==> config.mk <==
export PLATFORM = sky130hd
export DESIGN_NAME = rr_arbiter4
export DESIGN_NICKNAME = d
export VERILOG_FILES = /design/src/rtl/rr_arbiter4.sv
export SDC_FILE = /design/constraint.sdc
export NUM_CORES = 1
export LEC_CHECK = 0
export CORE_AREA = 4 4 41 43
export CTS_CLUSTER_DIAMETER = 50
export DETAILED_ROUTE_END_ITERATION = 16
export DIE_AREA = 0 0 45 47
export GPL_TIMING_DRIVEN = 0
export PLACE_DENSITY = 0.72
export SYNTH_ARGS = -nofsm -noshare
export SYNTH_HDL_FRONTEND = slang
export SYNTH_SLANG_ARGS = --single-unit
==> constraint.sdc <==
create_clock -name clk -period 2 [get_ports clk]
set_clock_uncertainty 0.1 [all_clocks]
set_input_delay 0.3 -clock clk [delete_from_list [all_inputs] [get_ports clk]]
set_output_delay 0.3 -clock clk [all_outputs]
set_load 0.005 [all_outputs]
==> src/rtl/rr_arbiter4.sv <==
// Four-way round-robin arbiter with non-preemptive ownership and a mandatory idle gap.
// Optional forced revoke after MAX_HOLD grant cycles is enabled by RR_ARBITER4_TIMEOUT_EN.
module rr_arbiter4 #(
    parameter int unsigned MAX_HOLD = 16
) (
    input  logic       clk,
    input  logic       rst,
    input  logic [3:0] req,
    output logic [3:0] gnt,
    output logic [1:0] gnt_id,
    output logic       busy,
    output logic       timeout
);

    typedef enum logic {StIdle, StGrant} state_e;

    state_e     state_q, state_d;
    logic [3:0] gnt_q, gnt_d;
    logic [1:0] gnt_id_q, gnt_id_d;
    logic [1:0] ptr_q, ptr_d;
    logic       busy_q, busy_d;
    logic [1:0] cand;
    logic [1:0] pick;
    logic       pick_vld;
    logic       revoke;

`ifdef RR_ARBITER4_TIMEOUT_EN
    logic [7:0] hold_cnt_q, hold_cnt_d;
    logic       timeout_q, timeout_d;

    assign revoke = (state_q == StGrant) && req[gnt_id_q] && (hold_cnt_q == 8'(MAX_HOLD - 1));

    always_comb begin
        hold_cnt_d = 8'd0;
        timeout_d  = revoke;
        if (state_q == StGrant) begin
            hold_cnt_d = (hold_cnt_q == 8'hff) ? hold_cnt_q : hold_cnt_q + 8'd1;
        end
    end

    always_ff @(posedge clk or negedge rst) begin
        if (!rst) begin
            hold_cnt_q <= 8'd0;
            timeout_q  <= 1'b0;
        end else begin
            hold_cnt_q <= hold_cnt_d;
            timeout_q  <= timeout_d;
        end
    end

    assign timeout = timeout_q;
`else
    logic unused_max_hold;
    assign unused_max_hold = ^MAX_HOLD;
    assign revoke          = 1'b0;
    assign timeout         = 1'b0;
`endif

    // Descending scan so the candidate closest to ptr is the last one written.
    always_comb begin
        cand     = 2'd0;
        pick     = 2'd0;
        pick_vld = 1'b0;
        for (int i = 3; i >= 0; i--) begin
            cand = ptr_q + 2'(i);
            if (req[cand]) begin
                pick     = cand;
                pick_vld = 1'b1;
            end
        end
    end

    always_comb begin
        state_d  = state_q;
        gnt_d    = gnt_q;
        gnt_id_d = gnt_id_q;
        busy_d   = busy_q;
        ptr_d    = ptr_q;
        case (state_q)
            StIdle: begin
                gnt_d  = 4'b0000;
                busy_d = 1'b0;
                if (pick_vld) begin
                    state_d  = StGrant;
                    gnt_d    = 4'b0001 << pick;
                    gnt_id_d = pick;
                    busy_d   = 1'b1;
                end
            end
            StGrant: begin
                // Exit always lands in IDLE, which forces the one-cycle gap.
                if (!req[gnt_id_q] || revoke) begin
                    state_d = StIdle;
                    gnt_d   = 4'b0000;
                    busy_d  = 1'b0;
                    ptr_d   = gnt_id_q + 2'd1;
                end
            end
        endcase
    end

    always_ff @(posedge clk or negedge rst) begin
        if (!rst) begin
            state_q  <= StIdle;
            gnt_q    <= 4'b0000;
            gnt_id_q <= 2'd0;
            busy_q   <= 1'b0;
            ptr_q    <= 2'd0;
        end else begin
            state_q  <= state_d;
            gnt_q    <= gnt_d;
            gnt_id_q <= gnt_id_d;
            busy_q   <= busy_d;
            ptr_q    <= ptr_d;
        end
    end

    assign gnt    = gnt_q;
    assign gnt_id = gnt_id_q;
    assign busy   = busy_q;

endmodule

==> impl_metrics.csv, run 1 <==
group,metric,value,unit
clock_tree,cts_made_buffers,3,
finish,n_antenna_cell,0,
clock_tree,cts_tree,"yes",
clock_tree,clk_latency,0.27,ns
clock_tree,clockBufferDepth,2,
grt,grt_use_total,12.7,%
synthesis,netlist_instances,51,
clock_tree,root_buffer,"clkbuf_4",
synthesis,synth_mux_area_share,4.41,%
floorplanning,die_y,47,um
timing,slew_violations,0,
synthesis,syn-num-nets,57,
detailed_routing,avgViaCountPerCell,5.21,
clock_tree,cts_sinks,10,
synthesis,netlist.area_leader.share,49.0,%
synthesis,synth-xor-area-share,1.72,%
floorplanning,pin_count,14,
critical_path,cp.required,2.05,ns
clock_tree,cts_resized,0,
worst_hold_path,hp-class,"primary input to asynchronous set/reset pin",
timing,finalSetupTns,0,ns
critical_path,worst_setup_path_start_kind,"primary input",
clock_tree,post_cts_buffers,0,
synthesis,yosysUniqueCellTypes,26,
critical_path,arrival,1.73,ns
synthesis,netlist_top_cells_area,"dfrtp_1 49%, mux4_2 4.4%, nand2_1 4.4%",
synthesis,syn_area_per_cell,10.0,um2
detailed_routing,avgRoutedWirePerCell,13.3,um
finish,final_cell_mix,"12 x clkdlybuf4s50_1, 10 x dfrtp_1, 6 x nand2_1",
synthesis,synth_seq_cells,10,
timing,final_hold_viol_count,0,
synthesis,synth_top_family_by_area,"compound AO/OA/AOI/OAI gates",
synthesis,synth_compound_area_share,21.3,%
timing,whs,0.246,ns
synthesis,synth_fa_ha_area_share,0,%
grt,grt_pass1_wl,1850,um
placed_design,port_buffers,12,
synthesis,synth_area,510,um2
synthesis,synth_seq_area_share,49.0,%
detailed_routing,ant_nets,0,
finish,final_common_cell,"clkdlybuf4s50_1",
power_and_ir_drop,p_per_area,1490,nW/um2
placed_design,place_inst,78,
power_and_ir_drop,irDropWorstVdd,0.718,mV
critical_path,critical_path_class,"primary input to flop",
floorplanning,start_util,39.2,%
timing,clock.fmax,597,MHz
timing,setup_viol,0,
floorplanning,rows,13,
synthesis,post-synth-top-area-cell,"dfrtp_1",
grt,grt_pass1_vias,426,
grt,grt_max_degree,11,
floorplanning,core_area,1300,um2
run_status,outcome,"complete, no violations",
critical_path,cp_max_fo,5,
finish,syn_to_final_growth,34.3,%
clock_tree,cts.reportedPaths.clkPinSlew,0.06,ns
placed_design,hpwl,820,um
timing,finalCritPeriodShare,83.8,%
placed_design,place_congestion,0.749,
detailed_routing,wl,1090,um
detailed_routing,vias,427,
timing,period_minus_slack,1.68,ns
clock_tree,ctsHoldBuffers,0,
finish,fin_nets,74,
finish,drive_gt1_share,13.4,%
grt,grt_antenna_before_repair,0,
synthesis,synth_simple_gate_area_share,17.6,%
clock_tree,htreeDepth,1,
power_and_ir_drop,p_leak,0.314,nW
finish,finalNonFillerCells,82,
floorplanning,die_w,45,um
synthesis,yosys_warnings,0,
detailed_routing,drt_iter0_markers,4,
grt,grt_overflow,0,
detailed_routing,drc,0,
detailed_routing,dr.pass1.iters,4,
job,max-cap-violations,0,
critical_path,cp-end-kind,"flop",
timing,rsz0062_at_grt,"no",
floorplanning,dieArea,2120,um2
-- power breakdown --
group	internal (mW)	total (mW)	switching [mW]	leakage, nW
Sequential	0.296	0.374	0.0781	0.126
Combinational	0.265	0.468	0.204	0.167
Clock	0.111	0.180	0.0697	0.0210
-- stage by stage --
step | utilization (%) | cell area, um2 | setup slack [ns] | power (mW)
2_1_floorplan | - | 510 | 0.435 | 0.642
3_3_place_gp | 49.9 | 649 | 0.0662 | 0.836
3_5_place_dp | 49.9 | 649 | 0.0595 | 0.847
4_1_cts | 52.7 | 686 | 0.339 | 1.04
5_1_grt | 52.7 | 686 | 0.279 | 1.10
6_report | 52.7 | 686 | 0.325 | 1.02
-- final cells by class --
| class | count | area [um2] |
|---|---|---|
| plain buffers | 2 | 11.3 |
| clock buffers | 4 | 36.3 |
| fillers | 122 | 616 |
| inverters | 4 | 15.0 |
| multi-input cells | 35 | 234 |
| flip-flops and latches | 10 | 250 |
| well taps | 15 | 18.8 |
| repair buffers | 12 | 120 |
-- critical path, cell delays in order --
cell	delay, ns
clkdlybuf4s50_1	0.47
mux4_2	0.57
and2_4	0.20
or2_1	0.19
-- layer usage --
metal	GRT usage [%]	wire length (um)	share of wire (%)
met5	0	0	0
met4	7.02	17	1.6
met3	4.60	47	4.3
met2	19.5	552	51
met1	15.4	469	43
-- synth_stat cells (all sizes together) --
cell / number
a211o: 1
a211oi: 1
a21o: 1
a21oi: 2
a31o: 2
a32o: 1
and2: 1
and3: 1
buf: 1
clkbuf: 1
conb: 1
dfrtp: 10
inv: 4
mux4: 1
nand2: 6
nand2b: 3
nand3: 2
nor2: 1
nor2b: 1
o21ai: 4
o22ai: 2
o31ai: 2
or2: 1
xnor2: 1
-- path summary, 6_finish.rpt --
path                       startpoint       to  slack [ns]  depth (start not counted)
setup / recovery               req[3]  state_q        0.32                          4
hold / removal                    rst   gnt[3]        0.25                          1
setup reg to reg            gnt_id[0]  state_q        0.36                          3
hold reg to reg                  busy     busy        0.40                          2
max in group asynchronous         rst  state_q        1.24                          1
min in group clk                 busy     busy        0.40                          2
-- state kept, by name (all words and copies together), names as in the netlist --
signal and count:
gnt 4, gnt_id 2, ptr_q 2, busy 1, state_q 1
-- logic make-up after synthesis --
| family | count (synthesis) |
|---|---|
| AOI/OAI and AO/OA | 16 |
| other | 1 |
| and+or+nand+nor | 16 |
| xor gates and xnor gates | 1 |
| DFF | 10 |
| muxes | 1 |
| buffers and inverters | 6 |
Power figures use the tool's default switching activity.
==> run 2, diff against run 1 <==
--- a/config.mk
+++ b/config.mk
@@ -10,7 +10,7 @@
 export DETAILED_ROUTE_END_ITERATION = 16
 export DIE_AREA = 0 0 45 47
 export GPL_TIMING_DRIVEN = 0
-export PLACE_DENSITY = 0.72
+export PLACE_DENSITY = 0.75
 export SYNTH_ARGS = -nofsm -noshare
 export SYNTH_HDL_FRONTEND = slang
 export SYNTH_SLANG_ARGS = --single-unit
==> constraint.sdc (replaced) <==
create_clock -name clk -period 1.5 [get_ports clk]
set_clock_uncertainty 0.1 [all_clocks]
set_input_delay 0.225 -clock clk [delete_from_list [all_inputs] [get_ports clk]]
set_output_delay 0.225 -clock clk [all_outputs]
set_load 0.005 [all_outputs]
==> run 2 against run 1 <==
The flow now finishes with violations (setup timing). Register-to-register slack lost 0.40 ns. Sequential power grew 30%. Flip-flop and latch count is the same. Die area is the same. Design area grew 3.8%. First-iteration DRC count grew 25%. Largest cell class unchanged. Largest power group unchanged.
==> impl_metrics.csv, run 2 (synthesis results as in run 1) <==
group,metric,value,unit
run_status,outcome,"finished with violations",
run_status,violations,"setup timing",
finish,register_area,250,um2
timing,final_hold_viol_count,0,
critical_path,crit_chain,"mux4_2 > and2_4 > or2_1",
timing,rsz0062_at_grt,"yes",
clock_tree,root_buffer,"clkbuf_4",
timing,finalSetupTns,-0.0709,ns
finish,final_cell_mix,"10 x dfrtp_1, 6 x nand2_1, 6 x clkdlybuf4s50_1",
critical_path,r2r-start,"gnt_id[0]",
detailed_routing,avgRoutedWirePerCell,12.6,um
power_and_ir_drop,irDropWorstVdd,0.909,mV
clock_tree,htreeDepth,1,
clock_tree,cts.reportedPaths.clkPinSlew,0.06,ns
detailed_routing,dr.pass1.iters,4,
timing,layout_setup_ws,-0.0379,ns
placed_design,hpwl,751,um
clock_tree,cts_tree,"yes",
worst_hold_path,hp-class,"primary input to asynchronous set/reset pin",
timing,period_minus_slack,1.54,ns
critical_path,worst-path-buf-inv,0,
clock_tree,ctsHoldBuffers,0,
placed_design,pre_cts_ws,-0.361,ns
finish,n_antenna_cell,0,
timing,finalCritPeriodShare,103,%
clock_tree,cts_sinks,10,
grt,grt_use_total,12.0,%
power_and_ir_drop,p_per_area,1920,nW/um2
finish,fillers,129,
grt,grt_max_degree,11,
floorplanning,die_y,47,um
floorplanning,rows,13,
placed_design,place_congestion,0.721,
timing,setup_viol,3,
floorplanning,die_w,45,um
clock_tree,clk_latency,0.26,ns
critical_path,cp.required,1.55,ns
detailed_routing,drt_iter0_markers,5,
critical_path,worst_path_largest_cell_delay,0.57,ns
detailed_routing,vias,435,
floorplanning,start_util,39.2,%
grt,grt_overflow,0,
detailed_routing,wl,1070,um
critical_path,rr_worst_depth,3,
critical_path,reg2reg_slack,-0.04,ns
critical_path,worst_setup_path_start_kind,"flop",
finish,drive_gt1_share,18.6,%
finish,multiInputGateArea,240,um2
finish,final_common_cell,"dfrtp_1",
grt,grt_pass1_wl,1770,um
grt,grt_antenna_before_repair,0,
finish,syn_to_final_growth,39.5,%
floorplanning,core_area,1300,um2
timing,clock.fmax,650,MHz
placed_design,port_buffers,12,
grt,grt_pass1_vias,402,
critical_path,cp-end-kind,"flop",
critical_path,arrival,1.58,ns
critical_path,crit_family,"multiplexers",
detailed_routing,avgViaCountPerCell,5.12,
power_and_ir_drop,p_leak,0.366,nW
detailed_routing,ant_nets,0,
job,max-cap-violations,0,
timing,slew_violations,0,
critical_path,crit_slowest_cell,"mux4_2",
critical_path,cp_max_fo,4,
floorplanning,pin_count,14,
finish,largest_reg_flops,4,
finish,fin_nets,78,
clock_tree,clockBufferDepth,2,
floorplanning,dieArea,2120,um2
critical_path,r2r-end,"state_q",
critical_path,critical_path_class,"flop to flop",
detailed_routing,drc,0,
clock_tree,cts_made_buffers,3,
-- run 2: report_power, final --
group	total [mW]	internal, mW	leakage, nW	switching, mW
clock network	0.175	0.0923	0.0138	0.0831
registers	0.487	0.395	0.126	0.0921
logic	0.707	0.408	0.227	0.299
total	1.37	0.895	0.366	0.474
-- run 2: routing by layer --
layer  global-route usage (%)  vias to the layer above  routed length (um)
met5                        0                        -                   0
met4                     8.77                        0                  28
met3                     3.07                        4                  60
met2                     15.5                       10                 435
met1                     16.9                      204                 549
li1                         -                      217                   -
-- run 2: cell type report --
cell class,instances,share of cell area [%]
flip-flops and latches,10,35.1
clock buffers,3,3.16
repair buffers,16,21.6
plain buffers,2,1.58
well taps,15,2.64
multi-input cells,35,33.7
inverters,4,2.11
-- run 2: repair_timing --
action / in CTS / in global routing
gates resized for setup: 4 / 5
setup buffers: 3 / 1
pin swaps: 0 / 1
endpoints found under the hold margin: 0 / 0
setup endpoints to repair: 8 / 10
gates cloned: 0 / 0
-- run 2: worst max path at each step --
stage / start / endpoint / slack [ns] / depth (start not counted)
2_1_floorplan: gnt_id[0] / state_q / -0.07 / 3
3_5_place_dp: req[3] / state_q / -0.36 / 4
3_3_place_gp: req[1] / state_q / -0.36 / 4
6_report: gnt_id[0] / state_q / -0.04 / 3
4_1_cts: gnt_id[0] / state_q / -0.07 / 3
5_1_grt: gnt_id[0] / gnt[0] / -0.07 / 3
-- run 2: stage by stage --
stage	util (%)	hold slack (ns)	instances	instance area (um2)	total power, mW
3_3_place_gp	49.9	0.367	78	649	1.11
3_5_place_dp	49.9	0.363	78	649	1.12
2_1_floorplan	-	-0.171	51	510	0.857
5_1_grt	54.7	0.213	85	712	1.48
4_1_cts	53.1	0.194	84	691	1.35
6_report	54.7	0.185	85	712	1.37
-- run 2: worst register-to-register path: stages, from the launching register on --
cell     delay (ns)
dfrtp_1        0.37
mux4_2         0.57
and2_4         0.19
or2_1          0.20
